File: src/rtl/grab_trigger_ctrl_pkg.sv
// grab_trig_pkg: trigger source/activation encodings, FSM states and hardware-event decode
package grab_trig_pkg;
  localparam logic [2:0] SRC_IMMEDIATE = 3'd1;
  localparam logic [2:0] SRC_HW        = 3'd2;
  localparam logic [2:0] SRC_SW        = 3'd3;
  localparam logic [2:0] SRC_SFNC      = 3'd4;
  localparam logic [2:0] ACT_RISING    = 3'd0;
  localparam logic [2:0] ACT_FALLING   = 3'd1;
  localparam logic [2:0] ACT_ANY       = 3'd2;
  localparam logic [2:0] ACT_LEVEL_HI  = 3'd3;
  localparam logic [2:0] ACT_LEVEL_LO  = 3'd4;
  typedef enum logic [1:0] {IDLE, ARMED, REQ, BUSY} state_t;
  function automatic logic [1:0] hw_event(input logic [2:0] act, input logic rise, input logic fall, input logic level);
    return act == ACT_RISING   ? {rise, 1'b0} :
           act == ACT_FALLING  ? {fall, 1'b0} :
           act == ACT_ANY      ? {rise | fall, 1'b0} :
           act == ACT_LEVEL_HI ? {1'b0, level} :
           act == ACT_LEVEL_LO ? {1'b0, ~level} : 2'b00;
  endfunction
endpackage

File: src/rtl/grab_trigger_ctrl_if.sv
// grab_trigger_ctrl_if: grab request/acknowledge/done handshake with the exposure sequencer
interface grab_trigger_ctrl_if;
  logic grab_req;
  logic grab_ack;
  logic grab_done;
  modport master (output grab_req, input grab_ack, input grab_done);
  modport slave (input grab_req, output grab_ack, output grab_done);
endinterface

File: src/rtl/grab_trigger_ctrl_sync_filter.sv
// trig_sync_filter: 2-FF synchronizer, glitch filter and registered rise/fall/level of the trigger pin
module trig_sync_filter #(
  parameter int FILTER_W = 8
) (
  input  logic                sys_clk,
  input  logic                sys_reset_n,
  input  logic                hw_trig_in,
  input  logic [FILTER_W-1:0] filter_len,
  output logic                rise,
  output logic                fall,
  output logic                level
);
  logic s1, s2, flt, lvl, settle;
  logic [FILTER_W-1:0] cnt;
  assign lvl = filter_len == '0 ? s2 : flt;
  assign settle = filter_len == '0 || s2 == flt || cnt >= filter_len - 1'b1;
  always_ff @(posedge sys_clk or negedge sys_reset_n)
    if (!sys_reset_n) begin
      s1    <= 1'b0;
      s2    <= 1'b0;
      flt   <= 1'b0;
      cnt   <= '0;
      level <= 1'b0;
      rise  <= 1'b0;
      fall  <= 1'b0;
    end else begin
      s1    <= hw_trig_in;
      s2    <= s1;
      flt   <= settle ? s2 : flt;
      cnt   <= settle ? '0 : cnt + 1'b1;
      level <= lvl;
      rise  <= lvl & ~level;
      fall  <= ~lvl & level;
    end
endmodule

File: src/rtl/grab_trigger_ctrl.sv
// grab_trigger_ctrl: qualifies grab triggers by source/activation and issues one grab request per accepted trigger
module grab_trigger_ctrl
  import grab_trig_pkg::*;
#(
  parameter int FILTER_W = 8,
  parameter int CNT_W    = 16
) (
  input  logic                sys_clk,
  input  logic                sys_reset_n,
  input  logic                grab_arm,
  input  logic                grab_abort,
  input  logic [2:0]          trig_src,
  input  logic [2:0]          trig_act,
  input  logic [FILTER_W-1:0] filter_len,
  input  logic                hw_trig_in,
  input  logic                sw_trig,
  grab_trigger_ctrl_if.master seq,
  output logic                armed,
  output logic [CNT_W-1:0]    trig_cnt,
  output logic [CNT_W-1:0]    drop_cnt,
  output logic                overrun
);
  logic rise, fall, level, hw_edge, hw_lvl, use_hw, use_sw, edge_ev, trig_ev, acc, drop;
  state_t state, state_n;
  trig_sync_filter #(.FILTER_W(FILTER_W)) u_filter (
    .sys_clk    (sys_clk),
    .sys_reset_n(sys_reset_n),
    .hw_trig_in (hw_trig_in),
    .filter_len (filter_len),
    .rise       (rise),
    .fall       (fall),
    .level      (level)
  );
  assign {hw_edge, hw_lvl} = hw_event(trig_act, rise, fall, level);
  assign use_hw  = trig_src == SRC_HW || trig_src == SRC_SFNC;
  assign use_sw  = trig_src == SRC_SW || trig_src == SRC_SFNC;
  assign edge_ev = (use_hw & hw_edge) | (use_sw & sw_trig);
  assign trig_ev = edge_ev | (use_hw & hw_lvl) | (trig_src == SRC_IMMEDIATE);
  always_comb begin
    acc     = !grab_abort && state == ARMED && trig_ev;
    drop    = !grab_abort && (state == REQ || state == BUSY) && edge_ev;
    state_n = grab_abort ? IDLE :
              state == IDLE && grab_arm ? ARMED :
              acc ? REQ :
              state == REQ && seq.grab_ack ? BUSY :
              state == BUSY && seq.grab_done ? ARMED : state;
  end
  always_ff @(posedge sys_clk or negedge sys_reset_n)
    if (!sys_reset_n) state <= IDLE;
    else state <= state_n;
  always_ff @(posedge sys_clk or negedge sys_reset_n)
    if (!sys_reset_n) begin
      trig_cnt <= '0;
      drop_cnt <= '0;
      overrun  <= 1'b0;
    end else begin
      trig_cnt <= trig_cnt + CNT_W'(acc && !(&trig_cnt));
      drop_cnt <= drop_cnt + CNT_W'(drop && !(&drop_cnt));
      overrun  <= drop | (overrun & ~grab_arm);
    end
  assign seq.grab_req = state == REQ;
  assign armed = state != IDLE;
endmodule
File: src/flat_wrapper.sv
// flat-port wrapper written by rule: the top's interface ports become plain ports
module grab_trigger_ctrl_flat import grab_trig_pkg::*;
#(
  parameter int FILTER_W = 8,
  parameter int CNT_W    = 16
)
  (sys_clk, sys_reset_n, grab_arm, grab_abort, trig_src, trig_act, filter_len, hw_trig_in, sw_trig, armed, trig_cnt, drop_cnt, overrun, seq_grab_req, seq_grab_ack, seq_grab_done);
  grab_trigger_ctrl_if seq_i ();
  input  logic sys_clk;
  input  logic sys_reset_n;
  input  logic grab_arm;
  input  logic grab_abort;
  input  logic [2:0] trig_src;
  input  logic [2:0] trig_act;
  input  logic [FILTER_W-1:0] filter_len;
  input  logic hw_trig_in;
  input  logic sw_trig;
  output logic armed;
  output logic [CNT_W-1:0] trig_cnt;
  output logic [CNT_W-1:0] drop_cnt;
  output logic overrun;
  output wire logic [$bits(seq_i.grab_req)-1:0] seq_grab_req;
  input wire logic [$bits(seq_i.grab_ack)-1:0] seq_grab_ack;
  input wire logic [$bits(seq_i.grab_done)-1:0] seq_grab_done;
  assign seq_grab_req = seq_i.grab_req;
  assign seq_i.grab_ack = seq_grab_ack;
  assign seq_i.grab_done = seq_grab_done;
  grab_trigger_ctrl #(.FILTER_W(FILTER_W), .CNT_W(CNT_W)) u_core (.sys_clk(sys_clk), .sys_reset_n(sys_reset_n), .grab_arm(grab_arm), .grab_abort(grab_abort), .trig_src(trig_src), .trig_act(trig_act), .filter_len(filter_len), .hw_trig_in(hw_trig_in), .sw_trig(sw_trig), .seq(seq_i), .armed(armed), .trig_cnt(trig_cnt), .drop_cnt(drop_cnt), .overrun(overrun));
endmodule
File: config.mk
export PLATFORM = sky130hd
export DESIGN_NAME = grab_trigger_ctrl_flat
export DESIGN_NICKNAME = d
export VERILOG_FILES = /design/src/rtl/grab_trigger_ctrl_pkg.sv /design/src/rtl/grab_trigger_ctrl_if.sv /design/src/rtl/grab_trigger_ctrl_sync_filter.sv /design/src/rtl/grab_trigger_ctrl.sv /design/src/flat_wrapper.sv
export SDC_FILE = /design/constraint.sdc
export NUM_CORES = 1
export LEC_CHECK = 0
export BUFFER_PORTS_ARGS = -buffer_cell sky130_fd_sc_hd__buf_2
export CAP_MARGIN = 20
export CORE_MARGIN = 2
export CORE_UTILIZATION = 57
export CTS_CLUSTER_SIZE = 40
export DETAILED_ROUTE_END_ITERATION = 8
export MAX_ROUTING_LAYER = met4
export PLACE_DENSITY = 0.83
export SLEW_MARGIN = 20
export SYNTH_ARGS = -nofsm -noshare
export SYNTH_HDL_FRONTEND = slang
export SYNTH_SLANG_ARGS = --single-unit
File: constraint.sdc
create_clock -name sys_clk -period 7 [get_ports sys_clk]
set_input_delay 1.4 -clock sys_clk [delete_from_list [all_inputs] [get_ports sys_clk]]
set_output_delay 1.4 -clock sys_clk [all_outputs]
set_load 0.02 [all_outputs]
# Word level (Yosys, flattened, before mapping)

Index checks and enable logic that the tools add are counted.

Bits of input ports: 22
Output and inout port bits: 35
Word-level logic and storage cells: 78
Bits in registers: 49

Add/sub/neg operators: 4
Equality and inequality tests: 12
Multiplexer cells: 12
Reduce and logical (&&, ||, !) cells: 24
Bitwise gates (word level): 14
Magnitude comparators: 1

Operators with widths:

| cell                | count |
|---|---|
| $add 16x1->16       | 2 |
| $reduce_and 16->1   | 2 |
| $mux 2              | 9 |
| $eq 3x2->1 const B  | 4 |
| $logic_and 1x1->1   | 9 |
| $add 8x1->8 const B | 1 |
| $ge 8x8->1          | 1 |
| $logic_not 8->1     | 1 |
| $mux 8              | 1 |
| $sub 8x1->8 const B | 1 |
| $and 1x1->1         | 6 |
| $eq 3x1->1 const B  | 2 |
| $eq 3x3->1 const B  | 2 |
| $logic_or 1x1->1    | 5 |
| $or 1x1->1          | 5 |
| $reduce_bool 5->1   | 1 |
| $eq 2x2->1 const B  | 2 |
| $logic_not 1->1     | 3 |
| $logic_not 3->1     | 1 |
| $not 1->1           | 3 |
| $eq 2x1->1 const B  | 1 |
| $logic_not 2->1     | 1 |
| $mux 1              | 2 |
| $reduce_bool 2->1   | 1 |
| $eq 1x1->1          | 1 |

# Depth between registers and ports, before layout

Word-level depth: 14
Gate-level depth with buffers: 11
Gate-level depth less buffers: 11

# Hierarchy

A second synthesis with hierarchy kept.

Cells, all modules: 232
Area, all modules: 2527.4 µm²

Modules (own cells, without submodules):

| module            | area an instance (µm²) | sequential area each (µm²) | cells each | instances |
|---|---|---|---|---|
| grab_trigger_ctrl | 1642.8                 | 875.8                      | 150        | 1 |
| trig_sync_filter  | 884.6                  | 350.3                      | 82         | 1 |

# Worst setup path before layout

OpenSTA, ideal clock, no wires.

Path type: input port to flip-flop
From: input port filter_len[0]
To: register u_core.u_filter.flt
Slack: 3.307 ns
Path buffers: 0
Setup time: 0.125 ns
Cell stages on the path: 11
Arrival time: 3.568 ns
Cells stage by stage: inv_1 -> ha_1 -> inv_1 -> or3_1 -> xor2_1 -> ha_1 -> a21o_1 -> a21o_1 -> a2111oi_2 -> o21ai_4 -> mux2_4

Longest elaborated chain between the ends: 3
Elaborated cells on any way between the ends: 5
Classes of those cells: add/sub (1); order compare (1); reduce/logical (3)

Ends and longest elaborated chain:

| item                                           | line                                | source |
|---|---|---|
| from (decl)                                    | flat_wrapper.sv:15                  | `input logic [FILTER_W-1:0] filter_len;` |
| $sub 8x1->8 or $logic_not 8->1 (tied branches) | grab_trigger_ctrl_sync_filter.sv:16 | `assign settle = filter_len == '0 \|\| s2 == flt \|\| cnt >= filter_len - 1'b1;` |
| $ge 8x8->1 or $logic_or 1x1->1 (tied branches) | grab_trigger_ctrl_sync_filter.sv:16 |  |
| $logic_or 1x1->1 (*)                           | grab_trigger_ctrl_sync_filter.sv:16 |  |
| to (signal assigned)                           | grab_trigger_ctrl_sync_filter.sv:29 | `flt <= settle ? s2 : flt;` |
| to (decl)                                      | grab_trigger_ctrl_sync_filter.sv:13 | `logic s1, s2, flt, lvl, settle;` |

Mark *: on every way between the ends. The rest lies on a longest branch, timed or not.
A chain may end at the register's enable or synchronous reset.

# Worst setup path after layout

From: input port trig_act[0]
To: register u_core.drop_cnt[14]

Longest elaborated chain between the ends: 9
Elaborated cells on any way between the ends: 11
Classes of those cells: add/sub (1); eq/ne (2); mux (3); bitwise (2); reduce/logical (3)

Ends and longest elaborated chain:

| item                  | line                        | source |
|---|---|---|
| from (decl)           | flat_wrapper.sv:14          | `input logic [2:0] trig_act;` |
| $eq 3x2->1            | grab_trigger_ctrl_pkg.sv:16 | `act == ACT_ANY ? {rise \| fall, 1'b0} :` |
| $mux 2                | grab_trigger_ctrl_pkg.sv:16 |  |
| $mux 2                | grab_trigger_ctrl_pkg.sv:15 | `act == ACT_FALLING ? {fall, 1'b0} :` |
| $mux 2 (*)            | grab_trigger_ctrl_pkg.sv:14 | `return act == ACT_RISING ? {rise, 1'b0} :` |
| $and 1x1->1 (*)       | grab_trigger_ctrl.sv:37     | `assign edge_ev = (use_hw & hw_edge) \| (use_sw & sw_trig);` |
| $or 1x1->1 (*)        | grab_trigger_ctrl.sv:37     |  |
| $logic_and 1x1->1 (*) | grab_trigger_ctrl.sv:41     | `drop = !grab_abort && (state == REQ \|\| state == BUSY) && edge_ev;` |
| $logic_and 1x1->1 (*) | grab_trigger_ctrl.sv:58     | `drop_cnt <= drop_cnt + CNT_W'(drop && !(&drop_cnt));` |
| $add 16x1->16 (*)     | grab_trigger_ctrl.sv:58     |  |
| to (signal assigned)  | grab_trigger_ctrl.sv:58     |  |
| to (decl)             | grab_trigger_ctrl.sv:20     | `output logic [CNT_W-1:0] drop_cnt,` |

Marked as above.

==> out/qor.txt <==
Clk slew on worst S/H paths: 0.08 ns
Overall routed net length: 4980 um
Hold Slack: 0.365 ns
Crit-path cells: buf_2 > xor2_1 > a21oi_1 > or4b_1 > a311o_1 > nor2_1 > ha_1 > ha_1 > nand3_1 > nor3_1 > xor2_1
Synthesis-stage register bit count: 49
Fin. Hold Viols: 0
Post-cts sizing count: 0
Peak VDD IR: 0.184 mV
Worst path bufs/invs: 1
Total gr overflow: 0
Die Wd: 70.8 um
Setup_tns: 0 ns
Clock sink count: 49
Crit-path max FO: 6
Final HPWL DP: 3700 um
Number of global-route vias before repair: 1870
Most frequent cells in the layout: buf_2 (55), dfrtp_1 (49), nor2_1 (27)
Final #Nets: 339
DRC viols: 0
Ports: 57
Cell area after synthesis: 2540 um2
Final antenna-violating net count: 0
Via-per-instance ratio: 5.59
Worst Path Required: 7.22 ns
Post-synth EDFFs: 0
Largest net degree at the start of global routing: 50
Ys async rst share: 1.00
Die footprint: 5010 um2
Core Rows: 24
DP Area: 2890 um2
Largest stage delay on the critical path: 0.50 ns
RSZ-0062 raised after global routing: false
Syn. warnings: 0
CP top delay family: simple AND/OR/NAND/NOR gates
Critical Path AT: 3.92 ns
Distinct cells, synth: 40
Slowest-stage cell, CP: or4b_1
Sequential share of the synthesized area: 0.483
Avg WL per Cell: 14.1 um
Ant diodes: 0
Final period utilization: 0.528
Syn Nets: 276
P&R area growth vs syn: 17.8%
Synth Flop Type: dfrtp_1
Final Setup Violations: 0
Core area: 4320 um2
GRT Overall Usage: 0.213
Worst-skew pair later-pin latency: 0.30 ns
CTS buffer count: 5
Initial antenna violation count: 0
Fin crit period: 3.70 ns
PD cells: 232 nW/um2
IO buf count: 56
Syn Inst Count: 239
Worst setup SP type: input port
Max_cap viols: 0
Syn avg cell area: 10.6 um2
Fraction of layout cells with a size suffix above 1: 0.232
Finished layout cell area: 2990 um2
Max Freq: 270 MHz
CP endpoint kind: flip-flop
CP Class: input port to flip-flop
Root Driver: clkbuf_8
Slew @ Worst Pin: 0.599 ns
Tightest Hold Check Type: flip-flop to flip-flop
Clk_skew: 0.00667 ns
Postcts setup bufs: 0
Vias: 1978
Max_slew headroom: 0.601
Drt initial violations: 67
Max-slew violations: 0
CTS H-tree depth: 2
CTS tree: yes
Max clock buf depth: 2
# hold bufs at CTS: 0
Status: finished, final reports clean
Die Span Y: 70.8 um
Global-route wire length before repair: 8350 um
Final GP Congestion: 0.821
Starting Density: 0.587
Lkg Pwr: 1.53 nW
DR pass1 iterations: 4
Most common cell after layout, fill and taps aside: buf_2
layout make-up:
class,count,area (um2)
sequential,49,1230
tap,52,65.1
fill,334,1330
inverter,14,52.6
multi-input combinational,176,1260
clock buffer,5,68.8
clock inverter,2,35.0
timing repair buffer,56,283
final timing paths:
check,cells past startpoint,slack (ns),to,start
setup / recovery,11,3.30,u_core.drop_cnt[14]$_DFF_PN0_,trig_act[0]
hold reg to reg,0,0.36,u_core.u_filter.s2$_DFF_PN0_,u_core.u_filter.s1$_DFF_PN0_
min in group asynchronous,1,1.10,u_core.trig_cnt[8]$_DFF_PN0_,sys_reset_n
setup reg to reg,11,4.25,u_core.trig_cnt[15]$_DFF_PN0_,u_core.u_filter.rise$_DFF_PN0_
hold / removal,0,0.36,u_core.u_filter.s2$_DFF_PN0_,u_core.u_filter.s1$_DFF_PN0_
max in group asynchronous,1,5.49,u_core.u_filter.cnt[3]$_DFF_PN0_,sys_reset_n
routing by layer:
metal | up-vias | wire length [um] | GRT usage
met1 | 963 | 2240 | 0.296
met2 | 58 | 2420 | 0.329
met3 | 6 | 276 | 0.0456
li1 | 951 | - | -
met4 | 0 | 36 | 0.0440
met5 | - | 0 | -
flip-flops by register name, summed over array words and instances, names as in the netlist:
name                   flops
u_core.drop_cnt           16
u_core.trig_cnt           16
u_core.u_filter.cnt        8
u_core.state               2
u_core.overrun             1
u_core.u_filter.fall       1
u_core.u_filter.flt        1
u_core.u_filter.level      1
u_core.u_filter.rise       1
u_core.u_filter.s1         1
u_core.u_filter.s2         1
metrics by stage:
| stage | std cells | setup slack [ns] | power [mW] | util |
|---|---|---|---|---|
| 2_1_floorplan | 239 | 3.31 | 0.454 | - |
| 3_3_place_gp | 347 | 3.11 | 0.501 | 0.667 |
| 3_5_place_dp | 347 | 3.02 | 0.509 | 0.667 |
| 4_1_cts | 354 | 3.31 | 0.702 | 0.691 |
| 5_1_grt | 354 | 2.95 | 0.730 | 0.692 |
| 6_report | 354 | 3.30 | 0.694 | 0.692 |
power breakdown:
group / switching, mW / internal (mW) / total (mW)
clock network: 0.0872 / 0.104 / 0.191
registers: 0.0389 / 0.317 / 0.356
logic: 0.0834 / 0.0642 / 0.148
total: 0.209 / 0.485 / 0.694
logic make-up after synthesis:
group           count (synthesis)  synth area share
mux                             3            0.0138
flops                          49             0.483
compound gates                 18            0.0591
fa+ha+maj                      15            0.0739
buf+inv                        14            0.0207
xor+xnor                       43             0.148
simple gates                   97             0.201
synthesized netlist by cell type, types with 2 or more instances:
library cell / number / area share
a21oi_1: 2 / 0.0039
ha_1: 15 / 0.074
nor2_1: 27 / 0.040
nand2_1: 15 / 0.022
a2111oi_0: 2 / 0.0069
nand4_1: 8 / 0.020
xnor2_1: 26 / 0.090
xor2_1: 17 / 0.059
a21o_1: 3 / 0.0089
nor3b_1: 3 / 0.0089
inv_1: 14 / 0.021
and3_1: 3 / 0.0074
nor4_1: 4 / 0.0099
nand3_1: 18 / 0.035
o21ai_0: 2 / 0.0039
dfrtp_1: 49 / 0.48
mux2i_1: 2 / 0.0079
nand2b_1: 2 / 0.0049
nor3_1: 6 / 0.012
(Power assumes the default switching activity.)
